File: config.mk
export PLATFORM = sky130hd
export DESIGN_NAME = sm_tc_conv_pipe_flat
export DESIGN_NICKNAME = d
export VERILOG_FILES = /design/src/rtl/sm_tc_conv_pipe_pkg.sv /design/src/rtl/sm_tc_conv_pipe_if.sv /design/src/rtl/sm_tc_pipe_stage.sv /design/src/rtl/sm_tc_conv_pipe.sv /design/src/flat_wrapper.sv
export SDC_FILE = /design/constraint.sdc
export NUM_CORES = 1
export LEC_CHECK = 0
export CORE_ASPECT_RATIO = 2
export CORE_MARGIN = 2
export CORE_UTILIZATION = 28
export CTS_BUF_LIST = sky130_fd_sc_hd__clkbuf_2 sky130_fd_sc_hd__clkbuf_4 sky130_fd_sc_hd__clkbuf_8
export DETAILED_ROUTE_END_ITERATION = 10
export PLACE_DENSITY = 0.47
export SYNTH_ARGS = -nofsm -noshare
export SYNTH_HDL_FRONTEND = slang
export SYNTH_SLANG_ARGS = --single-unit
export TNS_END_PERCENT = 20
File: constraint.sdc
create_clock -name clk -period 2.49 [get_ports clk]
set_input_delay 0.6225 -clock clk [delete_from_list [all_inputs] [get_ports clk]]
set_output_delay 0.6225 -clock clk [all_outputs]
set_load 0.01 [all_outputs]
File: src/rtl/sm_tc_conv_pipe_pkg.sv
// Shared definitions for the sign-magnitude / two's-complement converter pipe.
// Payload fields are sized for the widest legal word; users take the low WIDTH bits.
package sm_tc_pkg;

    localparam int MAX_W = 64;

    localparam logic MODE_SM2TC = 1'b0;
    localparam logic MODE_TC2SM = 1'b1;

    // Stage 1 payload: the raw word, its conversion controls and its negation.
    typedef struct packed {
        logic [MAX_W-1:0] data;
        logic             mode;
        logic             sat;
        logic [MAX_W-1:0] neg;
    } stage_payload_t;

    // Stage 2 payload: the formatted result and its flags.
    typedef struct packed {
        logic [MAX_W-1:0] data;
        logic             ovf;
        logic             negzero;
    } result_t;

endpackage

File: src/rtl/sm_tc_conv_pipe_if.sv
// Streaming input/output bundle of the converter pipe.
interface sm_tc_conv_pipe_if #(
    parameter int WIDTH = 11
);
    logic             in_valid;
    logic             in_ready;
    logic [WIDTH-1:0] in_data;
    logic             in_mode;
    logic             in_sat;
    logic             out_valid;
    logic             out_ready;
    logic [WIDTH-1:0] out_data;
    logic             out_ovf;
    logic             out_negzero;

    // Producer/consumer side that drives words in and takes results out.
    modport master (
        output in_valid, in_data, in_mode, in_sat, out_ready,
        input  in_ready, out_valid, out_data, out_ovf, out_negzero
    );

    // The converter itself.
    modport slave (
        input  in_valid, in_data, in_mode, in_sat, out_ready,
        output in_ready, out_valid, out_data, out_ovf, out_negzero
    );
endinterface

File: src/rtl/sm_tc_pipe_stage.sv
// One valid/ready register slice; accepts when empty or when its word leaves.
module sm_tc_pipe_stage #(
    parameter int W = 8
) (
    input  logic         clk,
    input  logic         rst,
    input  logic         in_valid,
    output logic         in_ready,
    input  logic [W-1:0] in_data,
    output logic         out_valid,
    input  logic         out_ready,
    output logic [W-1:0] out_data
);
    assign in_ready = !out_valid || out_ready;

    // Load a new word (or go empty) whenever the current one can move on.
    // NOTE: sequential state uses <= so every register samples pre-edge values.
    always_ff @(posedge clk or posedge rst) begin
        if (rst) begin
            out_valid <= 1'b0;
            // NOTE: the data register is reset too, so outputs read zero after reset.
            out_data  <= '0;
        end else if (in_ready) begin
            out_valid <= in_valid;
            if (in_valid) begin
                out_data <= in_data;
            end
        end
    end
endmodule

File: src/rtl/sm_tc_conv_pipe.sv
// Two-stage SM <-> two's-complement converter with overflow event counter.
module sm_tc_conv_pipe
    import sm_tc_pkg::*;
#(
    parameter int WIDTH = 11,
    parameter int CNT_W = 8
) (
    input  logic              clk,
    input  logic              rst,
    sm_tc_conv_pipe_if.slave  bus,
    input  logic              ovf_clr,
    output logic [CNT_W-1:0]  ovf_count
);
    stage_payload_t   s1_d, s1_q;
    result_t          s2_d, s2_q;
    logic             s1_valid;
    logic             s2_ready;
    logic [WIDTH-1:0] in_neg;
    logic [WIDTH-1:0] w, n, res_w;
    logic             res_ovf, res_nz;
    logic             ovf_hit;
    logic             unused_bits;

    assign in_neg = ~bus.in_data + WIDTH'(1);

    // Package the incoming word together with its negation for stage 1.
    always_comb begin
        s1_d      = '0;
        s1_d.data = MAX_W'(bus.in_data);
        s1_d.mode = bus.in_mode;
        s1_d.sat  = bus.in_sat;
        s1_d.neg  = MAX_W'(in_neg);
    end

    sm_tc_pipe_stage #(.W($bits(stage_payload_t))) u_stage1 (
        .clk       (clk),
        .rst       (rst),
        .in_valid  (bus.in_valid),
        .in_ready  (bus.in_ready),
        .in_data   (s1_d),
        .out_valid (s1_valid),
        .out_ready (s2_ready),
        .out_data  (s1_q)
    );

    assign w = s1_q.data[WIDTH-1:0];
    assign n = s1_q.neg[WIDTH-1:0];

    // Format the result: both directions share the negate-the-value-bits path;
    // only an all-zero value field with the sign set needs special handling.
    // NOTE: every output gets a default first so no latch is inferred.
    always_comb begin
        res_w   = w;
        res_ovf = 1'b0;
        res_nz  = 1'b0;
        if (w[WIDTH-1]) begin
            if (|w[WIDTH-2:0]) begin
                res_w = {1'b1, n[WIDTH-2:0]};
            end else if (s1_q.mode == MODE_TC2SM) begin
                res_ovf = 1'b1;
                res_w   = s1_q.sat ? '1 : w;
            end else begin
                res_w  = '0;
                res_nz = 1'b1;
            end
        end
        s2_d         = '0;
        s2_d.data    = MAX_W'(res_w);
        s2_d.ovf     = res_ovf;
        s2_d.negzero = res_nz;
    end

    sm_tc_pipe_stage #(.W($bits(result_t))) u_stage2 (
        .clk       (clk),
        .rst       (rst),
        .in_valid  (s1_valid),
        .in_ready  (s2_ready),
        .in_data   (s2_d),
        .out_valid (bus.out_valid),
        .out_ready (bus.out_ready),
        .out_data  (s2_q)
    );

    assign bus.out_data    = s2_q.data[WIDTH-1:0];
    assign bus.out_ovf     = s2_q.ovf;
    assign bus.out_negzero = s2_q.negzero;

    // Payload fields wider than WIDTH carry no information.
    assign unused_bits = ^{s1_q, s2_q};

    assign ovf_hit = bus.out_valid && bus.out_ready && s2_q.ovf;

    // Count delivered overflow results, saturating; a clear still counts a same-cycle hit.
    always_ff @(posedge clk or posedge rst) begin
        if (rst) begin
            ovf_count <= '0;
        end else if (ovf_clr) begin
            ovf_count <= CNT_W'(ovf_hit);
        end else if (ovf_hit && (ovf_count != '1)) begin
            ovf_count <= ovf_count + CNT_W'(1);
        end
    end
endmodule

File: src/flat_wrapper.sv
// flat-port wrapper written by rule: the top's interface ports become plain ports
module sm_tc_conv_pipe_flat import sm_tc_pkg::*;
#(
    parameter int WIDTH = 11,
    parameter int CNT_W = 8
)
  (clk, rst, ovf_clr, ovf_count, bus_in_valid, bus_in_data, bus_in_mode, bus_in_sat, bus_out_ready, bus_in_ready, bus_out_valid, bus_out_data, bus_out_ovf, bus_out_negzero);
  sm_tc_conv_pipe_if #(.WIDTH(WIDTH)) bus_i ();
  input  logic clk;
  input  logic rst;
  input  logic ovf_clr;
  output logic [CNT_W-1:0] ovf_count;
  input wire logic [$bits(bus_i.in_valid)-1:0] bus_in_valid;
  input wire logic [$bits(bus_i.in_data)-1:0] bus_in_data;
  input wire logic [$bits(bus_i.in_mode)-1:0] bus_in_mode;
  input wire logic [$bits(bus_i.in_sat)-1:0] bus_in_sat;
  input wire logic [$bits(bus_i.out_ready)-1:0] bus_out_ready;
  output wire logic [$bits(bus_i.in_ready)-1:0] bus_in_ready;
  output wire logic [$bits(bus_i.out_valid)-1:0] bus_out_valid;
  output wire logic [$bits(bus_i.out_data)-1:0] bus_out_data;
  output wire logic [$bits(bus_i.out_ovf)-1:0] bus_out_ovf;
  output wire logic [$bits(bus_i.out_negzero)-1:0] bus_out_negzero;
  assign bus_i.in_valid = bus_in_valid;
  assign bus_i.in_data = bus_in_data;
  assign bus_i.in_mode = bus_in_mode;
  assign bus_i.in_sat = bus_in_sat;
  assign bus_i.out_ready = bus_out_ready;
  assign bus_in_ready = bus_i.in_ready;
  assign bus_out_valid = bus_i.out_valid;
  assign bus_out_data = bus_i.out_data;
  assign bus_out_ovf = bus_i.out_ovf;
  assign bus_out_negzero = bus_i.out_negzero;
  sm_tc_conv_pipe #(.WIDTH(WIDTH), .CNT_W(CNT_W)) u_core (.clk(clk), .rst(rst), .bus(bus_i), .ovf_clr(ovf_clr), .ovf_count(ovf_count));
endmodule
Word-level counts from Yosys, hierarchy flattened
Cells that the tools add are included.

Reduce and logical (&&, ||, !) cells: 11. $add $sub $neg: 2. Muxes and demuxes: 12. Bitwise operators: 1. Eq/ne operators: 1.

Operators by type and width (number): 11-bit two-way mux (3); 8-bit two-way mux (2); 11-bit by 1-bit adder with 11-bit output, second input constant (1); 11-bit NOT (1); 10-bit two-way mux (1); 10-bit OR reduction (1); 8-bit by 1-bit adder with 8-bit output, second input constant (1); 8-bit != test, second input constant (1); 1-bit two-way mux (6); 2-bit AND reduction (2); 1-bit logical AND (3); 1-bit zero test (2); 1-bit logical OR (2); 2-bit nonzero test (1).

Bits of input ports: 18. Register bits: 47.

Longest topological paths before layout
Word-level depth: 5. Mapped depth: 6. Gate-level depth less buffers: 6.

By module
A second synthesis with hierarchy kept.

Cells, all modules: 524. Area total of the unflattened synthesis: 8894.8 sq um.

Modules (own cells, without submodules): sm_tc_pipe_stage at u_core.u_stage1 (cells an instance 279, seq. area each 3278.1 sq um, area each 5286.3 sq um, instances 1); sm_tc_pipe_stage at u_core.u_stage2 (cells an instance 144, seq. area each 1676.6 sq um, area each 2701.3 sq um, instances 1); sm_tc_conv_pipe (cells an instance 101, seq. area each 200.2 sq um, area each 907.1 sq um, instances 1).

Least setup slack after synthesis
Ideal clock, no wire load.

Path kind: input port to flip-flop. From: input port bus_out_ready. To: register u_core.u_stage1.out_data[1]. Stages on the path: 4. Slack: 624 ps. Library setup time: 125 ps. Arrival: 1741 ps. Path through: nand3b_1 nand2_1 buf_1 mux2_2.

Word-level cells in the longest chain between the ends: 3.

Ends and longest elaborated chain: start, declared (line flat_wrapper.sv:17) `input wire logic [$bits(bus_i.out_ready)-1:0] bus_out_ready;`; 1-bit logical OR (2 in series) (line sm_tc_pipe_stage.sv:14) `assign in_ready = !out_valid || out_ready;`; 2-bit AND reduction (no source line); end signal, assigned (line sm_tc_pipe_stage.sv:26) `out_data <= in_data;`; end, declared (line sm_tc_pipe_stage.sv:12) `output logic [W-1:0] out_data`.

No other way between the ends. A chain may end at the register's enable or synchronous reset.

Final worst setup path
From: input port bus_out_ready. To: output port bus_in_ready.

Word-level cells in the longest chain between the ends: 2.

Ends and longest elaborated chain: 1-bit logical OR (2 in series) (line sm_tc_pipe_stage.sv:14); end, declared (line flat_wrapper.sv:18) `output wire logic [$bits(bus_i.in_ready)-1:0] bus_in_ready;`.

No other way between the ends.

==> impl_metrics.tcl <==
set metrics [dict create \
    grtUsageTotal_pct 13.27 \
    cts_max_level 2 \
    total_power_mw 1.766 \
    cp_max_fo 2 \
    p_per_area_nw_per_um2 633.8 \
    p_leak_nw 1.169 \
    crit_slowest_cell "clkdlybuf4s50_1" \
    synth_area_sq_um 2108 \
    core-area_sq_um 7267 \
    synthDistinctLibCells 40 \
    fin_util_pct 38.34 \
    cp_cell_sequence "clkdlybuf4s50_1 > nand3b_1 > clkdlybuf4s50_1" \
    finalWeightedCongestion 0.7161 \
    required_ns 1.87 \
    ir_worst_vdd_uv 329.4 \
    nets 274 \
    dr.pass1.iters 2 \
    setup_viol_count_final 0 \
    cts_resized 0 \
    clock_path_buffers 2 \
    ys_seq_area_share_pct 53.41 \
    synth_top_area_share_pct 53.41 \
    slew_viol_final 0 \
    initial_core_util_pct 29.01 \
    cts_tree "built" \
    syn-num-nets 223 \
    grt_pass1_vias 1661 \
    synth_area_per_cell_sq_um 10.39 \
    crit_family "buffers and inverters" \
    drtAntennaViolNets 0 \
    p_seq_share_pct 51.2 \
    comb_power_share_pct 22.0 \
    ys.warnings.count 0 \
    slew_headroom_pct 67.21 \
    drt_iter0_drc 40 \
    async_reset_ff_share_pct 100.0 \
    rows 44 \
    numPortBuffers 40 \
    hold-worst-slack_ns 0.4724 \
    n_antenna_cell 0 \
    rsz0062_at_grt "false" \
    crit_type "in2out" \
    post-route-drc-count 0 \
    drive_gt1_share_pct 14.57 \
    hpwlAfterDp_mm 3.886 \
    status "completed" \
    worstPathArrival_ns 1.81 \
    skew_ns 0.003689 \
    cap_violations 0 \
    cts_buffers 5 \
    cts-root-buf "clkbuf_8" \
    dieArea_sq_um 8281 \
    vias 1652 \
    power.share.switching_pct 27.77 \
    synth.area.top_cells "dfrtp_1 53%, mux2_2 6.4%, nand2_1 5.3%" \
    wl_mm 4.961 \
    synth_seq_cells 45 \
    die_y_um 126.7 \
    final_common_cell "dfrtp_1" \
    crit_path_end_kind "output port" \
    synth_cells 203 \
    grt_max_degree 46 \
    antenna_found_initial 0 \
    dieWidth_um 65.36 \
    hold_viol_final 0 \
    synth_flop_cell "dfrtp_1" \
    p_int_mw 1.276 \
    path_common_cell "clkdlybuf4s50_1" \
    setup_tns_ns 0 \
    fillerInstances 769 \
    grt_pass1_wl_mm 8.197 \
    worst_pin_slew_ns 0.4917 \
    path_clk_slew_ns 0.08 \
    synthToLayoutAreaGrowth_pct 32.17 \
    final_cell_mix "45 x dfrtp_1, 40 x clkdlybuf4s50_1, 30 x nand2_1" \
    holdCritPathClass "reg2reg" \
    vias_per_cell 4.775 \
    cts_hold_buf 0 \
    cpPeakStageDelay_ns 0.56 \
    post_cts_buffers 0 \
    p_clk_share_pct 26.7 \
    period_share_pct 97.55 \
    synth_edf_count 0 \
    p_sw_mw 0.4903 \
    fmax_ghz 0.4117 \
    clock_sinks 45 \
    avgRoutedWirePerCell_um 14.34 \
    crit_buf_inv 2 \
    ioPinCount 41 \
    insertion_delay_ns 0.30 \
    overflow 0 \
    yosysTopAreaCell "dfrtp_1" \
    cp-start-kind "input port" \
    layout_min_cycle_time_ns 2.429 \
]
==> synthesized netlist by cell type (2+ instances only) <==
cell,instances
buf_1,2
nand3_1,3
nand4_1,4
o31ai_1,13
nand2b_1,4
or4_1,2
ha_1,2
or4_4,2
clkbuf_1,3
nor4b_1,2
xor2_1,6
o21ai_0,11
o211ai_1,3
a21oi_1,2
nand2_1,30
and3_1,3
a31oi_1,2
dfrtp_1,45
nor2_1,25
nand3b_1,2
mux2_2,12
xnor2_1,4
nor3_1,2
inv_1,3
==> metal layers <==
metal / track usage, % / wire length (um) / vias up
met5: 0 / 0 / -
met4: 6.985 / 167 / 0
met3: 3.014 / 173 / 7
met2: 24.55 / 2808 / 33
met1: 13.22 / 1811 / 797
li1: - / - / 815
==> sequential cells by signal, summed over array words and instances, names as in the netlist <==
register	cells
u_core.ovf_count	8
u_core.u_stage2.out_valid	1
u_core.u_stage2.out_data	13
u_core.u_stage1.out_data	22
u_core.u_stage1.out_valid	1
==> worst paths after layout <==
check | endpoint | slack [ns] | start | cells past startpoint
setup / recovery | bus_in_ready | 0.06 | bus_out_ready | 3
hold / removal | u_core.u_stage1.out_data[3]$_DFFE_PP0P_ | 0.47 | u_core.u_stage1.out_data[3]$_DFFE_PP0P_ | 2
setup reg to reg | u_core.u_stage2.out_data[2]$_DFFE_PP0P_ | 0.37 | u_core.u_stage1.out_data[66]$_DFFE_PP0P_ | 4
hold reg to reg | u_core.u_stage1.out_data[3]$_DFFE_PP0P_ | 0.47 | u_core.u_stage1.out_data[3]$_DFFE_PP0P_ | 2
max in group asynchronous | u_core.u_stage1.out_data[64]$_DFFE_PP0P_ | 1.61 | rst | 3
min in group asynchronous | u_core.ovf_count[2]$_DFFE_PP0P_ | 0.65 | rst | 3
==> layout make-up <==
type / count / area [sq um] / area share (%)
Inverter: 3 / 11.26 / 0.4041
Tap cell: 92 / 115.1 / 4.131
Multi-Input combinational cell: 148 / 935.9 / 33.59
Timing Repair Buffer: 51 / 508.0 / 18.23
Clock buffer: 7 / 90.09 / 3.233
Sequential cell: 45 / 1126 / 40.41
==> logic make-up (layout without fill, tap and decap cells) <==
kind of cell | count (synthesis) | in the layout | synth area share, %
xor gates and xnor gates | 10 | 10 | 4.154
DFF | 45 | 45 | 53.41
muxes | 13 | 13 | 6.884
buffers and inverters | 10 | 61 | 2.196
and+or+nand+nor | 86 | 86 | 20.06
AOI/OAI and AO/OA | 37 | 37 | 12.11
adders and majority gates | 2 | 2 | 1.187
==> tightest hold or removal path, cell delays in order (launching register included) <==
cell     delay [ns]
dfrtp_1        0.35
nand2_1        0.05
nand2_1        0.05
==> power by group through the flow <==
stage,Clock [mW],Sequential [mW],Combinational (mW)
detailed placement,0,0.922,0.398
finish,0.472,0.905,0.389
global placement,0,0.918,0.395
floorplan,0,0.922,0.183
global route,0.521,0.919,0.430
CTS,0.491,0.907,0.399
==> metrics by stage <==
step	worst slack, ns	cells	area (sq um)
6_report	0.06089	346	2786
5_1_grt	0.01246	346	2786
4_1_cts	0.05719	346	2786
3_5_place_dp	0.07169	339	2696
3_3_place_gp	0.05542	339	2696
2_1_floorplan	0.6240	203	2108
(Power assumes the default switching activity.)
